## config.mk

```make
export PLATFORM = sky130hd
export DESIGN_NAME = e1of2_sync_tx_flat
export DESIGN_NICKNAME = d
export VERILOG_FILES = /design/src/rtl/e1of2_sync_tx_pkg.sv /design/src/rtl/e1of2_sync_tx_if.sv /design/src/rtl/e1of2_sync_tx_fifo.sv /design/src/rtl/e1of2_sync_tx.sv /design/src/flat_wrapper.sv
export SDC_FILE = /design/constraint.sdc
export NUM_CORES = 1
export LEC_CHECK = 0
export BUFFER_PORTS_ARGS = -buffer_cell sky130_fd_sc_hd__buf_2
export CAP_MARGIN = 25
export CORE_MARGIN = 2
export CORE_UTILIZATION = 35
export DETAILED_ROUTE_END_ITERATION = 10
export PLACE_DENSITY = 0.5
export SLEW_MARGIN = 30
export SYNTH_ARGS = -nofsm -noshare
export SYNTH_HDL_FRONTEND = slang
export SYNTH_SLANG_ARGS = --single-unit
```

## constraint.sdc

```tcl
create_clock -name CLK -period 2.5 [get_ports CLK]
set_input_delay 0.5 -clock CLK [delete_from_list [all_inputs] [get_ports CLK]]
set_output_delay 0.5 -clock CLK [all_outputs]
set_load 0.01 [all_outputs]
```

## src/rtl/e1of2_sync_tx_pkg.sv

```systemverilog
// ---------------------------------------------------------------------------
// Package: e1of2_pkg
// Shared types and helpers for the synchronous-to-e1of2 injector and its
// matching receiver.
//   tx_state_t     : injector handshake state
//   NEUTRAL        : {t,f} rail pair of one digit in the spacer (return-to-zero) phase
//   e1of2_encode() : one data bit -> {t,f} rail pair of one dual-rail digit
// ---------------------------------------------------------------------------
package e1of2_pkg;

  typedef enum logic [1:0] {
    TX_IDLE = 2'd0,  // rails neutral, waiting for a word and an enable
    TX_SEND = 2'd1,  // rails carry the FIFO head word
    TX_RTZ  = 2'd2   // rails neutral, waiting for the receiver to re-enable
  } tx_state_t;

  localparam logic [1:0] NEUTRAL = '0;

  // One digit: t follows the bit, f its complement. A valid codeword never has
  // both rails high; the all-zero pair is reserved for the spacer.
  function automatic logic [1:0] e1of2_encode(input logic d);
    return {d, ~d};
  endfunction

endpackage

```

## src/rtl/e1of2_sync_tx_if.sv

```systemverilog
// ---------------------------------------------------------------------------
// Interface: e1of2_sync_tx_if
// Groups the valid/ready word input and the e1of2 output channel.
//   in_valid / in_ready / in_data : synchronous word sink
//   out_t / out_f                 : true / false rails, one pair per digit
//   out_e                         : asynchronous receiver enable (1 = ready)
// Modports:
//   slave  : the injector
//   master : the host side (word source plus receiver model)
// ---------------------------------------------------------------------------
interface e1of2_sync_tx_if #(
  parameter int M = 9
);

  logic         in_valid;
  logic         in_ready;
  logic [M-1:0] in_data;
  logic [M-1:0] out_t;
  logic [M-1:0] out_f;
  logic         out_e;

  modport slave (
    input  in_valid, in_data, out_e,
    output in_ready, out_t, out_f
  );

  modport master (
    output in_valid, in_data, out_e,
    input  in_ready, out_t, out_f
  );

endinterface

```

## src/rtl/e1of2_sync_tx_fifo.sv

```systemverilog
// ---------------------------------------------------------------------------
// Module: sync_fifo
// Single-clock FIFO with show-ahead head and registered full/empty flags.
// Shared by the e1of2 injector and the matching receiver.
//   clk   : clock
//   rst   : synchronous active-high reset (empties the FIFO)
//   push  : write din (ignored while full)
//   din   : write data
//   pop   : drop the head entry (ignored while empty)
//   head  : oldest entry, valid whenever empty is low
//   full  : registered, no free entry
//   empty : registered, no stored entry
// ---------------------------------------------------------------------------
module sync_fifo #(
  parameter int W     = 9,
  parameter int DEPTH = 4   // power of two, >= 2
) (
  input  logic         clk,
  input  logic         rst,
  input  logic         push,
  input  logic [W-1:0] din,
  input  logic         pop,
  output logic [W-1:0] head,
  output logic         full,
  output logic         empty
);

  localparam int AW = $clog2(DEPTH);

  logic [W-1:0]  mem [DEPTH];
  logic [AW-1:0] wr_ptr;
  logic [AW-1:0] rd_ptr;
  logic [AW:0]   count_q;
  logic [AW:0]   count_d;
  logic          full_q;
  logic          empty_q;
  logic          do_push;
  logic          do_pop;

  assign do_push = push & ~full_q;
  assign do_pop  = pop  & ~empty_q;

  // NOTE: every variable assigned in always_comb gets a default first so no
  // path can leave it unassigned and infer a latch.
  always_comb begin
    count_d = count_q;
    unique case ({do_push, do_pop})
      2'b10:   count_d = count_q + (AW+1)'(1);
      2'b01:   count_d = count_q - (AW+1)'(1);
      default: count_d = count_q;
    endcase
  end

  // NOTE: sequential state uses non-blocking assignments so every flop samples
  // the values from before the edge, independent of statement order.
  always_ff @(posedge clk) begin
    if (rst) begin
      wr_ptr  <= '0;
      rd_ptr  <= '0;
      count_q <= '0;
      full_q  <= 1'b0;
      empty_q <= 1'b1;
    end else begin
      if (do_push) wr_ptr <= wr_ptr + AW'(1);
      if (do_pop)  rd_ptr <= rd_ptr + AW'(1);
      count_q <= count_d;
      full_q  <= (count_d == (AW+1)'(DEPTH));
      empty_q <= (count_d == '0);
    end
  end

  // NOTE: the storage array is deliberately not reset; the pointers and
  // flags define which entries are meaningful, so stale data is never seen.
  always_ff @(posedge clk) begin
    if (do_push) mem[wr_ptr] <= din;
  end

  assign head  = mem[rd_ptr];
  assign full  = full_q;
  assign empty = empty_q;

endmodule

```

## src/rtl/e1of2_sync_tx.sv

```systemverilog
// ---------------------------------------------------------------------------
// Module: e1of2_sync_tx
// Injects words from a synchronous valid/ready source into a 4-phase,
// enable-based dual-rail (e1of2) channel of M digits.
//   CLK       : sole clock
//   RESET     : synchronous active-high reset
//   bus       : e1of2_sync_tx_if.slave
//               in_valid/in_ready/in_data : word sink, buffered by a FIFO
//               out_t/out_f               : rails, driven straight from flops
//               out_e                     : async receiver enable, synchronised
//   tx_count  : completed 4-phase transfers, wraps at 2^CNT_W
//   busy      : FIFO holds a word or a transfer is in progress
// ---------------------------------------------------------------------------
module e1of2_sync_tx
  import e1of2_pkg::*;
#(
  parameter int M           = 9,
  parameter int FIFO_DEPTH  = 4,
  parameter int SYNC_STAGES = 2,
  parameter int CNT_W       = 16
) (
  input  logic             CLK,
  input  logic             RESET,
  e1of2_sync_tx_if.slave   bus,
  output logic [CNT_W-1:0] tx_count,
  output logic             busy
);

  logic         fifo_push;
  logic         fifo_pop;
  logic         fifo_full;
  logic         fifo_empty;
  logic [M-1:0] fifo_head;

  // Ready comes from the registered full flag, so a pop on a full FIFO only
  // opens a slot after the edge. It is held low while RESET is applied.
  assign bus.in_ready = ~fifo_full & ~RESET;
  assign fifo_push    = bus.in_valid & bus.in_ready;

  sync_fifo #(
    .W     (M),
    .DEPTH (FIFO_DEPTH)
  ) u_fifo (
    .clk   (CLK),
    .rst   (RESET),
    .push  (fifo_push),
    .din   (bus.in_data),
    .pop   (fifo_pop),
    .head  (fifo_head),
    .full  (fifo_full),
    .empty (fifo_empty)
  );

  // Enable synchroniser: out_e is asynchronous to CLK.
  logic [SYNC_STAGES-1:0] e_sync;
  logic                   e_s;

  always_ff @(posedge CLK) begin
    if (RESET) e_sync <= '0;
    else       e_sync <= {e_sync[SYNC_STAGES-2:0], bus.out_e};
  end

  assign e_s = e_sync[SYNC_STAGES-1];

  // Handshake FSM. Rails are flops that change only on IDLE->SEND (load word)
  // and SEND->RTZ (spacer), so the receiver never sees a partially updated word.
  tx_state_t        state_q;
  tx_state_t        state_d;
  logic [M-1:0]     t_q;
  logic [M-1:0]     f_q;
  logic [M-1:0]     t_d;
  logic [M-1:0]     f_d;
  logic [CNT_W-1:0] cnt_q;
  logic [CNT_W-1:0] cnt_d;

  always_comb begin
    state_d  = state_q;
    t_d      = t_q;
    f_d      = f_q;
    cnt_d    = cnt_q;
    fifo_pop = 1'b0;
    unique case (state_q)
      TX_IDLE: begin
        if (!fifo_empty && e_s) begin
          state_d = TX_SEND;
          for (int i = 0; i < M; i++) {t_d[i], f_d[i]} = e1of2_encode(fifo_head[i]);
        end
      end
      TX_SEND: begin
        // Receiver withdrew enable: it has captured the word.
        if (!e_s) begin
          state_d  = TX_RTZ;
          fifo_pop = 1'b1;
          cnt_d    = cnt_q + CNT_W'(1);
          for (int i = 0; i < M; i++) {t_d[i], f_d[i]} = NEUTRAL;
        end
      end
      TX_RTZ: begin
        if (e_s) state_d = TX_IDLE;
      end
      default: begin
        state_d = TX_IDLE;
        for (int i = 0; i < M; i++) {t_d[i], f_d[i]} = NEUTRAL;
      end
    endcase
  end

  always_ff @(posedge CLK) begin
    if (RESET) begin
      state_q <= TX_IDLE;
      t_q     <= '0;
      f_q     <= '0;
      cnt_q   <= '0;
    end else begin
      state_q <= state_d;
      t_q     <= t_d;
      f_q     <= f_d;
      cnt_q   <= cnt_d;
    end
  end

  assign bus.out_t = t_q;
  assign bus.out_f = f_q;
  assign tx_count  = cnt_q;
  assign busy      = ~fifo_empty | (state_q != TX_IDLE);

endmodule

```

## src/flat_wrapper.sv

```systemverilog
// flat-port wrapper written by rule: the top's interface ports become plain ports
module e1of2_sync_tx_flat import e1of2_pkg::*;
#(
  parameter int M           = 9,
  parameter int FIFO_DEPTH  = 4,
  parameter int SYNC_STAGES = 2,
  parameter int CNT_W       = 16
)
  (CLK, RESET, tx_count, busy, bus_in_valid, bus_in_data, bus_out_e, bus_in_ready, bus_out_t, bus_out_f);
  e1of2_sync_tx_if #(.M(M)) bus_i ();
  input  logic CLK;
  input  logic RESET;
  output logic [CNT_W-1:0] tx_count;
  output logic busy;
  input wire logic [$bits(bus_i.in_valid)-1:0] bus_in_valid;
  input wire logic [$bits(bus_i.in_data)-1:0] bus_in_data;
  input wire logic [$bits(bus_i.out_e)-1:0] bus_out_e;
  output wire logic [$bits(bus_i.in_ready)-1:0] bus_in_ready;
  output wire logic [$bits(bus_i.out_t)-1:0] bus_out_t;
  output wire logic [$bits(bus_i.out_f)-1:0] bus_out_f;
  assign bus_i.in_valid = bus_in_valid;
  assign bus_i.in_data = bus_in_data;
  assign bus_i.out_e = bus_out_e;
  assign bus_in_ready = bus_i.in_ready;
  assign bus_out_t = bus_i.out_t;
  assign bus_out_f = bus_i.out_f;
  e1of2_sync_tx #(.M(M), .FIFO_DEPTH(FIFO_DEPTH), .SYNC_STAGES(SYNC_STAGES), .CNT_W(CNT_W)) u_core (.CLK(CLK), .RESET(RESET), .bus(bus_i), .tx_count(tx_count), .busy(busy));
endmodule
```

-- Word level (Yosys, flattened, before mapping)
Memories as Yosys holds them, arrays and structs flattened. A register that Yosys moved wholly into a read port is not among the register bits.
Cells that the tools add are included.
- bits in registers: 47
- memory bits (read-only): 0
- latch bits: 0
- input port bits: 13
- output and inout port bits: 36
- memories: 1
- word-level logic and storage cells: 67
- memory bits (writable): 36
- memories (memory ; words ; width ; read ports ; clocked after Yosys merged registers in ; wr ports ; RTL line ; text):
    u_core.u_fifo.mem ; 4 ; 9 ; 1 ; 1 ; 1 ; e1of2_sync_tx_fifo.sv:30 ; logic [W-1:0] mem [DEPTH];
- shift operators: 0
- $lt $le $gt $ge: 0
- divide/modulo/power cells: 0
- bitwise gates (word level): 19
- add/subtract/negate cells: 5
- equality and inequality tests: 8
- reductions and logical operators: 8
- multiplexer cells: 16
- multipliers: 0
- operator list (kind ; number):
    case mux 9 bit (3 select lines) ; 2
    two-way mux 9 bit ; 3
    adder 16 x 1 -> 16 bit, second input constant ; 1
    NOT 1 bit ; 14
    two-way mux 2 bit ; 5
    case mux 2 bit (3 select lines) ; 1
    case mux 3 bit (2 select lines) ; 1
    AND reduction 3 bit ; 2
    adder 2 x 1 -> 2 bit, second input constant ; 2
    AND 1 bit ; 4
    equality test 2 x 1 -> 1 bit, second input constant ; 2
    equality test 2 bit, second input constant ; 2
    two-way mux 1 bit ; 4
    != test 2 x 1 -> 1 bit, second input constant ; 2
    adder 3 x 1 -> 3 bit, second input constant ; 1
    equality test 3 bit, second input constant ; 1
    zero test 3 bit ; 1
    subtractor 3 x 1 -> 3 bit, second input constant ; 1
    zero test 2 bit ; 1
    != test 2 bit, second input constant ; 1
    AND reduction 2 bit ; 1
    nonzero test 2 bit ; 1
    logical AND 1 bit ; 1
    zero test 1 bit ; 1
    bitwise OR 1 bit ; 1

-- Longest topological paths before layout
Gate-level depths: netlist of the first run.
- depth in word-level cells: 7
- depth in mapped cells: 9
- mapped depth without buffers: 9

-- Cells and area by module
Synthesis of the first run repeated with hierarchy kept, for this count alone.
- cells, all modules: 285
- area total of the unflattened synthesis: 3492.1 um^2
- modules (own cells, without submodules) (module ; instances ; area an instance (um^2) ; cells each ; sequential area each (um^2)):
    sync_fifo ; 1 ; 1836.8 ; 105 ; 1301.2
    e1of2_sync_tx ; 1 ; 1655.3 ; 180 ; 760.7

-- Least setup slack after synthesis of the first run
Ideal clock, no wire load.
- path kind: input -> register
- from: input port RESET
- to: register u_core.u_fifo.full_q, in the netlist u_core.u_fifo.full
- setup slack: 0.038 ns
- arrival: 2.397 ns
- required time: 2.435 ns
- setup time: 0.065 ns
- cell stages on the path: 9
- buffers on the path: 0
- cells stage by stage: nor2_1 -> and2_1 -> inv_1 -> ha_1 -> fa_1 -> xnor2_1 -> or3_1 -> a21oi_1 -> nor2b_1
- cells in the longest elaborated chain, start to end: 7
- elaborated cells between the ends (all ways): 8
- classes of those cells: 3 x eq/ne; 1 x mux; 4 x bitwise
- RTL lines (item ; RTL line ; text):
    start: declaration ; flat_wrapper.sv:12 ; input logic RESET;
    NOT 1 bit ; e1of2_sync_tx.sv:37 ; assign bus.in_ready = ~fifo_full & ~RESET;
    AND 1 bit ; e1of2_sync_tx.sv:37 ;
    AND 1 bit ; e1of2_sync_tx.sv:38 ; assign fifo_push = bus.in_valid & bus.in_ready;
    AND 1 bit ; e1of2_sync_tx_fifo.sv:40 ; assign do_push = push & ~full_q;
    equality test 2 x 1 -> 1 bit or equality test 2 bit (tied branches) ; e1of2_sync_tx_fifo.sv:47 ; unique case ({do_push, do_pop})
    case mux 3 bit (2 select lines) ; e1of2_sync_tx_fifo.sv:47 ;
    equality test 3 bit ; e1of2_sync_tx_fifo.sv:67 ; full_q <= (count_d == (AW+1)'(DEPTH));
    end signal: assignment ; e1of2_sync_tx_fifo.sv:67 ;
    end: declaration ; e1of2_sync_tx_fifo.sv:35 ; logic full_q;
Several ways; a longest one is shown, not always the timed one.
A chain may end at the register's enable or synchronous reset.

-- Final worst setup path of the first run
- from: register u_core.u_fifo.full_q, in the netlist u_core.u_fifo.full
- to: register u_core.u_fifo.full_q, in the netlist u_core.u_fifo.full
- cells in the longest elaborated chain, start to end: 7
- elaborated cells between the ends (all ways): 8
- classes of those cells: 3 x eq/ne; 1 x mux; 4 x bitwise
- RTL lines (item ; RTL line):
    NOT 1 bit * ; e1of2_sync_tx_fifo.sv:40, e1of2_sync_tx.sv:37
    AND 1 bit ; e1of2_sync_tx.sv:37
    AND 1 bit ; e1of2_sync_tx.sv:38
    AND 1 bit * ; e1of2_sync_tx_fifo.sv:40
    equality test 2 x 1 -> 1 bit or equality test 2 bit (tied branches) ; e1of2_sync_tx_fifo.sv:47
    case mux 3 bit (2 select lines) * ; e1of2_sync_tx_fifo.sv:47
    equality test 3 bit * ; e1of2_sync_tx_fifo.sv:67
Every way passes the cells marked *; elsewhere a longest branch is shown, timed or not.

==> results.cfg, run 1 <==
[placed_design]
hpwl_mm = 4.18
gp_congestion = 0.739
post-place-ws_ns = 0.0434
port-buffer-count = 48

[setup_path]
rrSetupSlack_ns = 0.34
worstPathCellList = nor2_1 -> and2_1 -> inv_1 -> ha_1 -> fa_1 -> xnor2_1 -> or3_1 -> a21oi_1 -> nor2b_1
required_ns = 2.78
critPathLaunchType = register
worstReg2RegEnd = u_core.u_fifo.full$_SDFF_PP0_
end_kind = register
slowest_stage = fa_1
r2r-start = u_core.u_fifo.full$_SDFF_PP0_
worst-path-max-fanout = 3
cpPeakStageDelay_ns = 0.39
worstRegToRegCells = 9
worstPathArrival_ns = 2.44
worstSetupPathType = reg -> reg

[global_routing]
grt_max_degree = 49
grt_remaining_overflow = 0
antenna_found_initial = 0
grt_pass1_wl_mm = 9.90
grt_util_all_layers_pct = 12.6
grt_pass1_vias = 1978

[die]
rows = 35
die-area_um2 = 10300
start_util_pct = 36.1
io_pins = 49
die_x_um = 102
die_y_um = 102
core_um2 = 9240

[hold_path]
hold_path_end = u_core.u_fifo.mem[3][8]$_DFFE_PP_
hold_start = bus_in_data[8]
hold_path_depth = 1
worst_hold_path_type = in -> reg

[logic_synthesis]
synth_top_area_share_pct = 32.4
ys.flop_type = dfxtp_1
synth_warnings = 0
ys_seq_area_share_pct = 61.8
syn_area_um2 = 3340
synth_seq_cells = 85
avgSynthCellArea_um2 = 12.6
synth_top_area_cell = edfxtp_1
synth.distinct_cells = 37
netlist_instances = 265
synth-async-reset-ratio_pct = 0
synth_area_leaders = edfxtp_1 32%, dfxtp_1 29%, mux4_2 6.1%
synth_edf_count = 36
syn_nets = 285

[timing]
max_freq_mhz = 464
hold_viol = 0
fin_crit_sh_pct = 86.3
fin_tns_setup_ns = 0
fin_worst_skew_ns = 0.0134
min_period_ns = 2.16
worst_pin_slew_ns = 0.755
final_max_slew_viol_count = 0
max_slew_margin_pct = 49.7
finalSetupViolations = 0
rsz0062_at_grt = false
setup_ws_ns = 0.344
holdWs_ns = 0.355

[detailed_routing]
vias_per_cell = 4.65
vias = 2092
ant_nets = 0
drt_iter0_markers = 57
wl_mm = 6.15
avgRoutedWirePerCell_um = 13.7
drt_first_pass_iters = 4
drc_errors = 0

[cts]
postCtsResizedCells = 0
cts_tree = built
cts.sinks = 85
clk_path_buf_depth = 2
clk_pin_slew_ns = 0.10
root_buffer = clkbuf_8
cts_hold_buf = 0
cts_setup_buffers = 0
clock_latency_ns = 0.36
numCtsBuffers = 9
h-tree-depth = 3

[layout]
drive_above_1_share_pct = 26.5
diodes = 0
area_delta_synth_final_pct = 17.1
fin_util_pct = 42.3
layout.nets = 336

[status]
status = finished, final reports clean

[power]
power-per-cell-area_nw_per_um2 = 671
power_leakage_uw = 0.00151
vdd_drop_max_uv = 314

[run]
cap_violations = 0
-- synthesized netlist by cell type (2+ instances only) --
cell type	instances
xnor2_1	6
xor2_1	10
nor3b_1	2
nand4_1	5
mux2i_1	2
o21ai_0	6
and3_1	6
nor2_1	47
edfxtp_1	36
and2_1	3
nand2_1	5
buf_6	3
nor2b_1	4
nand2b_1	2
ha_1	6
buf_2	2
a21oi_1	17
dfxtp_1	49
or3_1	6
nand3_1	3
clkbuf_1	6
mux4_2	9
a22oi_1	9
nand4_4	2
nor3_1	2
inv_1	6
-- power by group --
group	internal, µW	switching [µW]	total [µW]
clock network	486	536	1020
registers	1470	15.9	1490
logic	44.4	66.2	111
total	2000	618	2620
-- sequential cells by signal (all words and copies together) (netlist names), 2 cells and up, named ones only --
register / count
u_core.bus.out_f: 9
u_core.bus.out_t: 9
u_core.e_sync: 2
u_core.state_q: 2
u_core.tx_count: 16
u_core.u_fifo.count_q: 3
u_core.u_fifo.mem: 36
u_core.u_fifo.rd_ptr: 2
u_core.u_fifo.wr_ptr: 2
-- cell families after synthesis --
family                   Yosys count  synth area share [%]
XOR/XNOR                          16                  4.20
multiplexers                      11                  6.67
adder cells (fa/ha/maj)            7                  2.85
flip-flops                        85                  61.8
AO/OA/AOI/OAI                     34                  5.96
buffers and inverters             19                  3.00
AND/OR/NAND/NOR                   93                  15.5
-- per-layer routing --
layer	part of all wire [%]	wire, µm	global-route usage (%)
met3	3.9	238	3.73
met1	48	2940	16.4
met2	47	2910	19.7
met4	1.0	62	4.99
met5	0	0	0
-- per-stage QoR --
step | total power [µW] | instances | cell area [µm²]
CTS | 2660 | 450 | 3910
detailed placement | 1630 | 434 | 3700
floorplan | 1590 | 265 | 3340
global placement | 1630 | 434 | 3700
finish | 2620 | 450 | 3910
global route | 2740 | 450 | 3910
-- critical path, delay by kind of cell, from the launching register on --
kind,cells,cell delay [ns]
AND/OR/NAND/NOR,4,0.78
adder cells (fa/ha/maj),2,0.62
buffers and inverters,1,0.05
AO/OA/AOI/OAI,1,0.21
XOR/XNOR,1,0.15
flip-flops,1,0.30
-- layout by cell type, fill, tap and decap left out, drive strengths merged, types with 2 or more instances in the layout --
master  count
a21oi      18
and2        3
nor3        2
mux4        9
nand3       3
xor2       10
and3        6
nand2b      2
clkbuf      9
buf        53
or3         6
o21ai       6
ha          6
inv        11
dfxtp      49
nor3b       2
edfxtp     36
a22oi       9
nand2       5
nand4       7
mux2i       2
xnor2       6
nor4b       2
nor2       47
nor2b       4
-- worst max-delay path by stage --
stage	startpoint	endpoint	slack [ns]	cells past startpoint
2_1_floorplan	RESET	u_core.u_fifo.full$_SDFF_PP0_	0.04	9
3_3_place_gp	RESET	u_core.u_fifo.full$_SDFF_PP0_	0.1	10
3_5_place_dp	RESET	u_core.u_fifo.full$_SDFF_PP0_	0.04	10
4_1_cts	u_core.u_fifo.full$_SDFF_PP0_	u_core.u_fifo.full$_SDFF_PP0_	0.32	9
5_1_grt	u_core.state_q[1]$_SDFFE_PP0P_	u_core.u_fifo.full$_SDFF_PP0_	0.16	7
6_report	u_core.u_fifo.full$_SDFF_PP0_	u_core.u_fifo.full$_SDFF_PP0_	0.34	9
-- layout make-up --
| cell class | instances | area [µm²] |
|---|---|---|
| repair buffers | 53 | 278 |
| fillers | 901 | 5330 |
| inverters | 6 | 22.5 |
| clock inverters | 7 | 86.3 |
| multi-input cells | 161 | 1170 |
| well taps | 129 | 161 |
| flip-flops and latches | 85 | 2060 |
| clock buffers | 9 | 124 |
Power figures use the tool's default switching activity.
==> run 2, diff against run 1 <==
--- a/config.mk
+++ b/config.mk
@@ -5,7 +5,7 @@
 export SDC_FILE = /design/constraint.sdc
 export NUM_CORES = 1
 export LEC_CHECK = 0
-export BUFFER_PORTS_ARGS = -buffer_cell sky130_fd_sc_hd__buf_2
+export BUFFER_PORTS_ARGS = -buffer_cell sky130_fd_sc_hd__buf_4
 export CAP_MARGIN = 25
 export CORE_MARGIN = 2
 export CORE_UTILIZATION = 35
==> run 2 against run 1 <==
Worst setup slack lost 0.086 ns; register-to-register slack lost 0.09 ns; wire length is 1.7% lower; critical path depth is 2 lower; final cell count shrank 0.22%; count of clock-buffer cells in the layout unchanged; first-iteration DRC count increased by 11%; sequential share of layout area shrank 1.3 points; global-route usage rose by 0.13 points; critical endpoint unchanged; highest routed layer unchanged.
==> results.cfg, run 2 (synthesis results as in run 1) <==
[layout]
diodes = 0
final_cell_area_um2 = 4010
final_common_cell = buf_4
area_delta_synth_final_pct = 20.2
regMostFlops = u_core.u_fifo.mem
layout.nets = 335
layout_common_cells = 52 x buf_4, 49 x dfxtp_1, 47 x nor2_1
largest_reg_flops = 36
drive_above_1_share_pct = 26.3

[detailed_routing]
drt_first_pass_iters = 4
vias_per_cell = 4.65
drc_errors = 0
avgRoutedWirePerCell_um = 13.5
ant_nets = 0
wl_mm = 6.05
drt_iter0_markers = 63
vias = 2089

[power]
power-per-cell-area_nw_per_um2 = 638
vdd_drop_max_uv = 288
power_leakage_uw = 0.00151

[cts]
clock_latency_ns = 0.36
postCtsResizedCells = 0
root_buffer = clkbuf_8
cts_tree = built
numCtsBuffers = 9
clk_path_buf_depth = 2
cts.sinks = 85
h-tree-depth = 3
cts_setup_buffers = 0
cts_hold_buf = 0
clk_pin_slew_ns = 0.10

[timing]
max_slew_margin_pct = 48.8
fin_tns_setup_ns = 0
max_freq_mhz = 446
final_max_slew_viol_count = 0
rsz0062_at_grt = false
hold_viol = 0
fin_crit_sh_pct = 89.7
worst_pin_slew_ns = 0.768
finalSetupViolations = 0
holdWs_ns = 0.342
min_period_ns = 2.24
fin_worst_skew_ns = 0.0167

[global_routing]
grt_pass1_wl_mm = 9.99
antenna_found_initial = 0
grt_remaining_overflow = 0
grt_pass1_vias = 1946
grt_max_degree = 49
grt_util_all_layers_pct = 12.7

[die]
rows = 35
die_x_um = 102
start_util_pct = 36.1
die-area_um2 = 10300
io_pins = 49
die_y_um = 102
core_um2 = 9240

[setup_path]
worstPathCellList = nor4b_2 -> ha_1 -> fa_1 -> xnor2_1 -> or3_1 -> a21oi_1 -> nor2b_1
worstSetupPathType = reg -> reg
end_kind = register
worst-path-max-fanout = 8
required_ns = 2.79
worstPathArrival_ns = 2.53
slowest_stage = dfxtp_1
cpPeakStageDelay_ns = 0.52
critPathLaunchType = register

[status]
status = finished, final reports clean

[placed_design]
hpwl_mm = 4.17
port-buffer-count = 48
placed_area_um2 = 3810
gp_congestion = 0.734

[hold_path]
worst_hold_path_type = in -> reg

[run]
cap_violations = 0
-- run 2: changes by cell type in the layout (fill, tap and decap cells not counted) --
cell        delta
clkinv_4       +3
inv_6          -3
clkinv_8       +1
buf_2         -48
buf_4         +47
bufinv_16      -1
inv_8          +1
clkinvlp_4     -1
-- run 2: metal layers --
layer / GRT usage [%] / vias to the layer above / part of all wire [%]
met4: 5.30 / 0 / 1.6
met3: 3.52 / 9 / 4.1
li1: - / 1049 / -
met2: 19.2 / 51 / 47
met5: 0 / - / 0
met1: 17.2 / 980 / 48
-- run 2: through the flow --
step	utilization (%)	total power [µW]	std cells	setup WS (ns)
finish	43.4	2560	449	0.257
global route	43.4	2660	449	0.0481
CTS	43.4	2590	449	0.232
detailed placement	41.2	1640	433	0.0203
global placement	41.2	1640	433	0.0862
floorplan	-	1590	265	0.0382
-- run 2: power by group --
part / internal (µW) / switching [µW] / leakage, µW / total (µW)
Clock: 395 / 557 / 0.000102 / 952
Sequential: 1470 / 16.2 / 0.000723 / 1490
Combinational: 52.8 / 64.2 / 0.000685 / 117
Total: 1920 / 637 / 0.00151 / 2560
-- run 2: worst max-delay path, delay by kind of cell, from the launching register on --
| family | cells | cell delay [ns] |
|---|---|---|
| flip-flops | 1 | 0.52 |
| adder cells (fa/ha/maj) | 2 | 0.47 |
| AO/OA/AOI/OAI | 1 | 0.23 |
| AND/OR/NAND/NOR | 3 | 0.88 |
| XOR/XNOR | 1 | 0.08 |
-- run 2: path summary, 6_finish.rpt --
kind | startpoint | endpoint | slack [ns] | cells past startpoint
min reg2reg | u_core.e_sync[0]$_SDFF_PP0_ | u_core.e_sync[1]$_SDFF_PP0_ | 0.46 | 1
max reg2reg | u_core.state_q[0]$_SDFFE_PP0P_ | u_core.u_fifo.full$_SDFF_PP0_ | 0.26 | 7
max | u_core.state_q[0]$_SDFFE_PP0P_ | u_core.u_fifo.full$_SDFF_PP0_ | 0.26 | 7
min | bus_in_data[3] | u_core.u_fifo.mem[2][3]$_DFFE_PP_ | 0.34 | 1
-- run 2: layout make-up --
| type | count | area (µm²) |
|---|---|---|
| clock buffer | 9 | 124 |
| timing repair buffer | 52 | 390 |
| clock inverter | 7 | 76.3 |
| multi-input combinational | 161 | 1170 |
| fill | 874 | 5230 |
| inverter | 6 | 22.5 |
| sequential | 85 | 2060 |
| tap | 129 | 161 |
